$ cat src/rtl/imem_loadable.sv
// imem_loadable: instruction memory for the single-cycle RISC-V core.
//
// Serves word fetches from a byte address and is filled at run time over a
// valid/ready program-load stream. After reset the whole array is swept to
// NOP_WORD. Misaligned or out-of-range fetches are flagged and return
// NOP_WORD so the core never executes an undefined word.
//
// Optional build macro: IMEM_FETCH_REG_EN
//   defined   - inst_out, inst_valid and addr_fault are registered
//               (1-cycle fetch latency, for the pipelined core).
//   undefined - fetch path is purely combinational.
//
// Ports:
//   clk, rst      clock; synchronous active-high reset
//   fetch_addr    byte address from the PC
//   inst_out      fetched word, or NOP_WORD when the fetch is invalid
//   inst_valid    inst_out is a real memory word
//   addr_fault    fetch_addr is misaligned or beyond the array
//   busy          clearing or loading; the core must stall
//   ld_start      begin a load (honoured only when idle)
//   ld_valid/ld_data/ld_last/ld_ready   load beat handshake
//   ld_done       one-cycle pulse when a load terminates
//   ld_err        sticky: load filled the array without ld_last
module imem_loadable #(
  parameter int unsigned DEPTH    = 64,
  parameter int unsigned ADDR_W   = 32,
  parameter logic [31:0] NOP_WORD = 32'h0000_0013
) (
  input  logic              clk,
  input  logic              rst,
  input  logic [ADDR_W-1:0] fetch_addr,
  output logic [31:0]       inst_out,
  output logic              inst_valid,
  output logic              addr_fault,
  output logic              busy,
  input  logic              ld_start,
  input  logic              ld_valid,
  input  logic [31:0]       ld_data,
  input  logic              ld_last,
  output logic              ld_ready,
  output logic              ld_done,
  output logic              ld_err
);

  localparam int unsigned PtrW = $clog2(DEPTH);

  typedef enum logic [1:0] {
    StClear = 2'd0,
    StIdle  = 2'd1,
    StLoad  = 2'd2
  } state_e;

  state_e          state_q, state_d;
  logic [PtrW-1:0] ptr_q, ptr_d;
  logic            ld_done_q, ld_done_d;
  logic            ld_err_q, ld_err_d;

  logic [31:0]     mem_q [DEPTH];
  logic            mem_we;
  logic [31:0]     mem_wdata;

  logic            ptr_at_end;

  assign ptr_at_end = (ptr_q == PtrW'(DEPTH - 1));

  // ---------------------------------------------------------------------------
  // Control FSM: next state, pointer and write port
  // ---------------------------------------------------------------------------
  always_comb begin
    state_d   = state_q;
    ptr_d     = ptr_q;
    ld_done_d = 1'b0;
    ld_err_d  = ld_err_q;
    mem_we    = 1'b0;
    mem_wdata = NOP_WORD;

    unique case (state_q)
      StClear: begin
        mem_we = 1'b1;
        ptr_d  = ptr_q + 1'b1;
        if (ptr_at_end) begin
          state_d = StIdle;
          ptr_d   = '0;
        end
      end

      StIdle: begin
        // ld_valid/ld_last are deliberately ignored here.
        if (ld_start) begin
          state_d  = StLoad;
          ptr_d    = '0;
          ld_err_d = 1'b0;
        end
      end

      StLoad: begin
        // ld_ready is constant 1 in this state, so ld_valid alone is a handshake.
        if (ld_valid) begin
          mem_we    = 1'b1;
          mem_wdata = ld_data;
          ptr_d     = ptr_q + 1'b1;
          if (ld_last || ptr_at_end) begin
            state_d   = StIdle;
            ptr_d     = '0;
            ld_done_d = 1'b1;
            ld_err_d  = ~ld_last;
          end
        end
      end

      default: begin
        state_d = StClear;
        ptr_d   = '0;
      end
    endcase
  end

  always_ff @(posedge clk) begin
    if (rst) begin
      state_q   <= StClear;
      ptr_q     <= '0;
      ld_done_q <= 1'b0;
      ld_err_q  <= 1'b0;
    end else begin
      state_q   <= state_d;
      ptr_q     <= ptr_d;
      ld_done_q <= ld_done_d;
      ld_err_q  <= ld_err_d;
    end
  end

  // Storage has no reset; the post-reset sweep initialises it.
  always_ff @(posedge clk) begin
    if (!rst && mem_we) begin
      mem_q[ptr_q] <= mem_wdata;
    end
  end

  assign busy     = (state_q != StIdle);
  assign ld_ready = (state_q == StLoad);
  assign ld_done  = ld_done_q;
  assign ld_err   = ld_err_q;

  // ---------------------------------------------------------------------------
  // Fetch path
  // ---------------------------------------------------------------------------
  logic [PtrW-1:0] fetch_idx;
  logic            misaligned;
  logic            out_of_range;
  logic            fault_c;
  logic            valid_c;
  logic [31:0]     inst_c;

  assign fetch_idx  = fetch_addr[PtrW+1:2];
  assign misaligned = |fetch_addr[1:0];

  // DEPTH is a power of two, so addr >= 4*DEPTH is any bit set above the index.
  if (ADDR_W > PtrW + 2) begin : g_range_chk
    assign out_of_range = |fetch_addr[ADDR_W-1:PtrW+2];
  end else begin : g_no_range_chk
    assign out_of_range = 1'b0;
  end

  assign fault_c = misaligned | out_of_range;
  assign valid_c = ~busy & ~fault_c;
  assign inst_c  = valid_c ? mem_q[fetch_idx] : NOP_WORD;

`ifdef IMEM_FETCH_REG_EN
  logic [31:0] inst_out_q, inst_out_d;
  logic        inst_valid_q, inst_valid_d;
  logic        addr_fault_q, addr_fault_d;

  always_comb begin
    inst_out_d   = inst_c;
    inst_valid_d = valid_c;
    addr_fault_d = fault_c;
  end

  always_ff @(posedge clk) begin
    if (rst) begin
      inst_out_q   <= NOP_WORD;
      inst_valid_q <= 1'b0;
      addr_fault_q <= 1'b0;
    end else begin
      inst_out_q   <= inst_out_d;
      inst_valid_q <= inst_valid_d;
      addr_fault_q <= addr_fault_d;
    end
  end

  assign inst_out   = inst_out_q;
  assign inst_valid = inst_valid_q;
  assign addr_fault = addr_fault_q;
`else
  assign inst_out   = inst_c;
  assign inst_valid = valid_c;
  assign addr_fault = fault_c;
`endif

endmodule

$ cat config.mk
export PLATFORM = sky130hd
export DESIGN_NAME = imem_loadable
export DESIGN_NICKNAME = d
export VERILOG_FILES = /design/src/rtl/imem_loadable.sv
export SDC_FILE = /design/constraint.sdc
export NUM_CORES = 2
export LEC_CHECK = 0
export CAP_MARGIN = 20
export CORE_ASPECT_RATIO = 0.7
export CORE_MARGIN = 2
export CORE_UTILIZATION = 50
export DETAILED_ROUTE_END_ITERATION = 7
export PLACE_DENSITY = 0.73
export SLEW_MARGIN = 20
export SYNTH_ARGS = -nofsm -noshare
export SYNTH_HDL_FRONTEND = slang
export SYNTH_SLANG_ARGS = --single-unit
$ cat constraint.sdc
create_clock -name clk -period 5.6 [get_ports clk]
set_input_delay 0.84 -clock clk [delete_from_list [all_inputs] [get_ports clk]]
set_output_delay 0.84 -clock clk [all_outputs]
set_load 0.02 [all_outputs]
==> out/qor.yml <==
placed_design:
  io_buffers: 106
  place.gp.congestion: 0.883
  hpwl_um: 130000
  dpl-instance-area_um2: 84300
power:
  p_total_mw: 30.1
  p_sw_share_pct: 20.7
  intPower_mw: 23.9
  power_per_cell_area_nw_per_um2: 334
  leakage_nw: 28.4
  p_switching_mw: 6.24
  clockPowerShare_pct: 40.4
  ir_drop_v: 0.000362
  p_comb_share_pct: 3.9
  seq_power_share_pct: 55.6
timing:
  relSlewSlack_pct: 28.2
  finalSetupViolations: 0
  fin_setup_tns_ps: 0
  period_needed_ps: 5140
  rsz0062_at_grt: "no"
  slew_viol_final: 0
  fin_skew_ps: 23.8
  final.period_utilization_pct: 91.9
  whs_ps: 523
  hold_viol_final: 0
  worst_pin_slew_ps: 1080
  fmax_mhz: 194
yosys:
  syn-num-nets: 3520
  synthesis.instances: 3450
  synth_ff_type: "edfxtp_1"
  ys_seq_elements: 2058
  synthTopCellsByArea: "edfxtp_1 (78%), mux4_2 (15%), mux2i_1 (1.0%)"
  ys_async_sr_fraction_pct: 0
  synth_edf_count: 2048
  synth_top_area_share_pct: 77.7
  yosysTopAreaCell: "edfxtp_1"
  avgSynthCellArea_um2: 22.9
  netlist_area_um2: 79100
  ys_seq_area_share_pct: 78.0
  yosysWarnings: 0
  synthDistinctLibCells: 61
die:
  core_um2: 158000
  dieArea_um2: 161000
  initial_core_util_pct: 50.2
  die_w_um: 479
  ios: 107
  die_h_um: 337
  rows: 122
detailed_routing:
  ant_nets: 0
  num_vias: 40800
  drc: 0
  drt-pass1-iter-count: 5
  post_drt_wl_per_cell_um: 36.4
  drtIter0Drc: 7121
  routed_wl_um: 219000
  vias_per_cell: 6.76
clock_tree:
  cts-root-buf: "clkbuf_16"
  cts_max_path_buffers: 3
  cts.sinks: 2058
  cts_hold_buf: 0
  cts.clk_slew.worst_paths_ps: 60
  clk_latency_ps: 820
  post_cts_buffers: 0
  h-tree-depth: 4
  cts_resized: 0
  numCtsBuffers: 179
  cts_tree: "yes"
cells_and_area:
  final_common_cell: "edfxtp_1"
  mostFrequentLayoutCells: "edfxtp_1 (2048), mux4_2 (533), buf_4 (210)"
  nets: 3842
  area_delta_synth_final_pct: 13.8
  fin_area_um2: 90000
  drive_above_1_share_pct: 29.3
worst_setup_path:
  worstPathArrival_ps: 4300
  start_kind: "input port"
  worstPathMaxFanout: 29
  crit_type: "in2out"
  worstPathRequired_ps: 4760
  endpoint_kind: "output port"
grt:
  grt_start_max_net_pins: 83
  grtUsageTotal_pct: 27.3
  grt_pass1_vias: 39500
  antenna_found_initial: 8
  grt_first_pass_wirelength_um: 306000
  globalRouteOverflowTotal: 0
worst_hold_path:
  hold_class: "reg2reg"
status:
  status: "completed"
run:
  maxCapViolCount: 0
-- stage by stage --
step                      setup slack, ps  utilization, %  cells
after floorplan                      1040               -   3450
after global placement                434            53.5   5699
after detailed placement              410            53.5   5699
after CTS                             396            57.1   6028
after global routing                  296            57.2   6028
final                                 455            57.2   6032
-- path summary, 6_finish.rpt --
| kind | startpoint | end | slack (ps) | cells after the start |
|---|---|---|---|---|
| worst min register to register | ld_err$_SDFFE_PP0P_ | ld_err$_SDFFE_PP0P_ | 520 | 2 |
| worst max register to register | state_q[0]$_SDFFE_PP0P_ | mem_q[49][21]$_DFFE_PP_ | 2140 | 6 |
| worst min-delay path | ld_err$_SDFFE_PP0P_ | ld_err$_SDFFE_PP0P_ | 520 | 2 |
| worst max-delay path | fetch_addr[2] | inst_out[26] | 460 | 10 |
-- Yosys cell counts, types with 12 or more instances --
library cell	number
buf_4	31
a221oi_1	29
and3_1	35
nor2b_1	19
edfxtp_1	2048
a211oi_1	12
nand2b_1	12
nand3_1	21
nor2_1	113
nor3_1	21
mux4_2	533
a22oi_1	67
nand2_1	32
buf_2	49
o21ai_0	19
o22ai_1	33
nor4_1	14
clkbuf_1	72
mux2i_1	79
a21oi_1	58
buf_6	16
-- worst max-delay path, cell delays in order --
cell             delay (ps)
buf_8                   330
buf_12                  270
buf_4                   330
mux4_2                  550
a22oi_1                 460
a21oi_1                 160
nor4_1                  400
buf_4                   180
nor2_1                  120
clkdlybuf4s50_1         580
-- cells by family (layout without fill, tap and decap cells) --
| kind of cell | after synthesis | after routing | share of synthesized area [%] |
|---|---|---|---|
| AOI/OAI and AO/OA | 270 | 270 | 2.32 |
| xor gates and xnor gates | 2 | 2 | 0.0221 |
| adders and majority gates | 1 | 1 | 0.0158 |
| buffers and inverters | 200 | 670 | 1.50 |
| DFF | 2058 | 2058 | 78.0 |
| muxes | 618 | 618 | 16.3 |
| other | 0 | 4 | 0 |
| and+or+nand+nor | 301 | 301 | 1.89 |
-- cell type report --
class / count / area, um2
Timing Repair Buffer: 332 / 3150
Sequential cell: 2058 / 61700
Tap cell: 2108 / 2640
Clock buffer: 219 / 4670
Antenna cell: 4 / 10.0
Fill cell: 11000 / 67500
Inverter: 9 / 36.3
Multi-Input combinational cell: 1192 / 16800
Clock inverter: 110 / 987
-- routing by layer --
metal	part of all wire [%]	routed length, um	vias to the layer above	track usage, %
li1	-	-	15400	-
met1	37	81800	21500	40.6
met2	44	96300	3383	38.8
met3	15	33000	424	7.73
met4	3.6	7980	4	10.1
met5	0.12	268	-	0
-- state kept, by name, summed over array words and instances (netlist names) --
name / count
mem_q: 2048
ptr_q: 6
state_q: 2
ld_done: 1
ld_err: 1
-- power groups by stage --
stage          logic, mW  clock network (mW)  registers [mW]
3_3_place_gp        1.16                   0            17.1
5_1_grt             1.23                12.8            16.7
2_1_floorplan      0.714                   0            17.1
3_5_place_dp        1.16                   0            17.1
4_1_cts             1.17                12.3            16.7
6_report            1.19                12.2            16.7
Note: power is estimated with default switching activity, not from simulation.
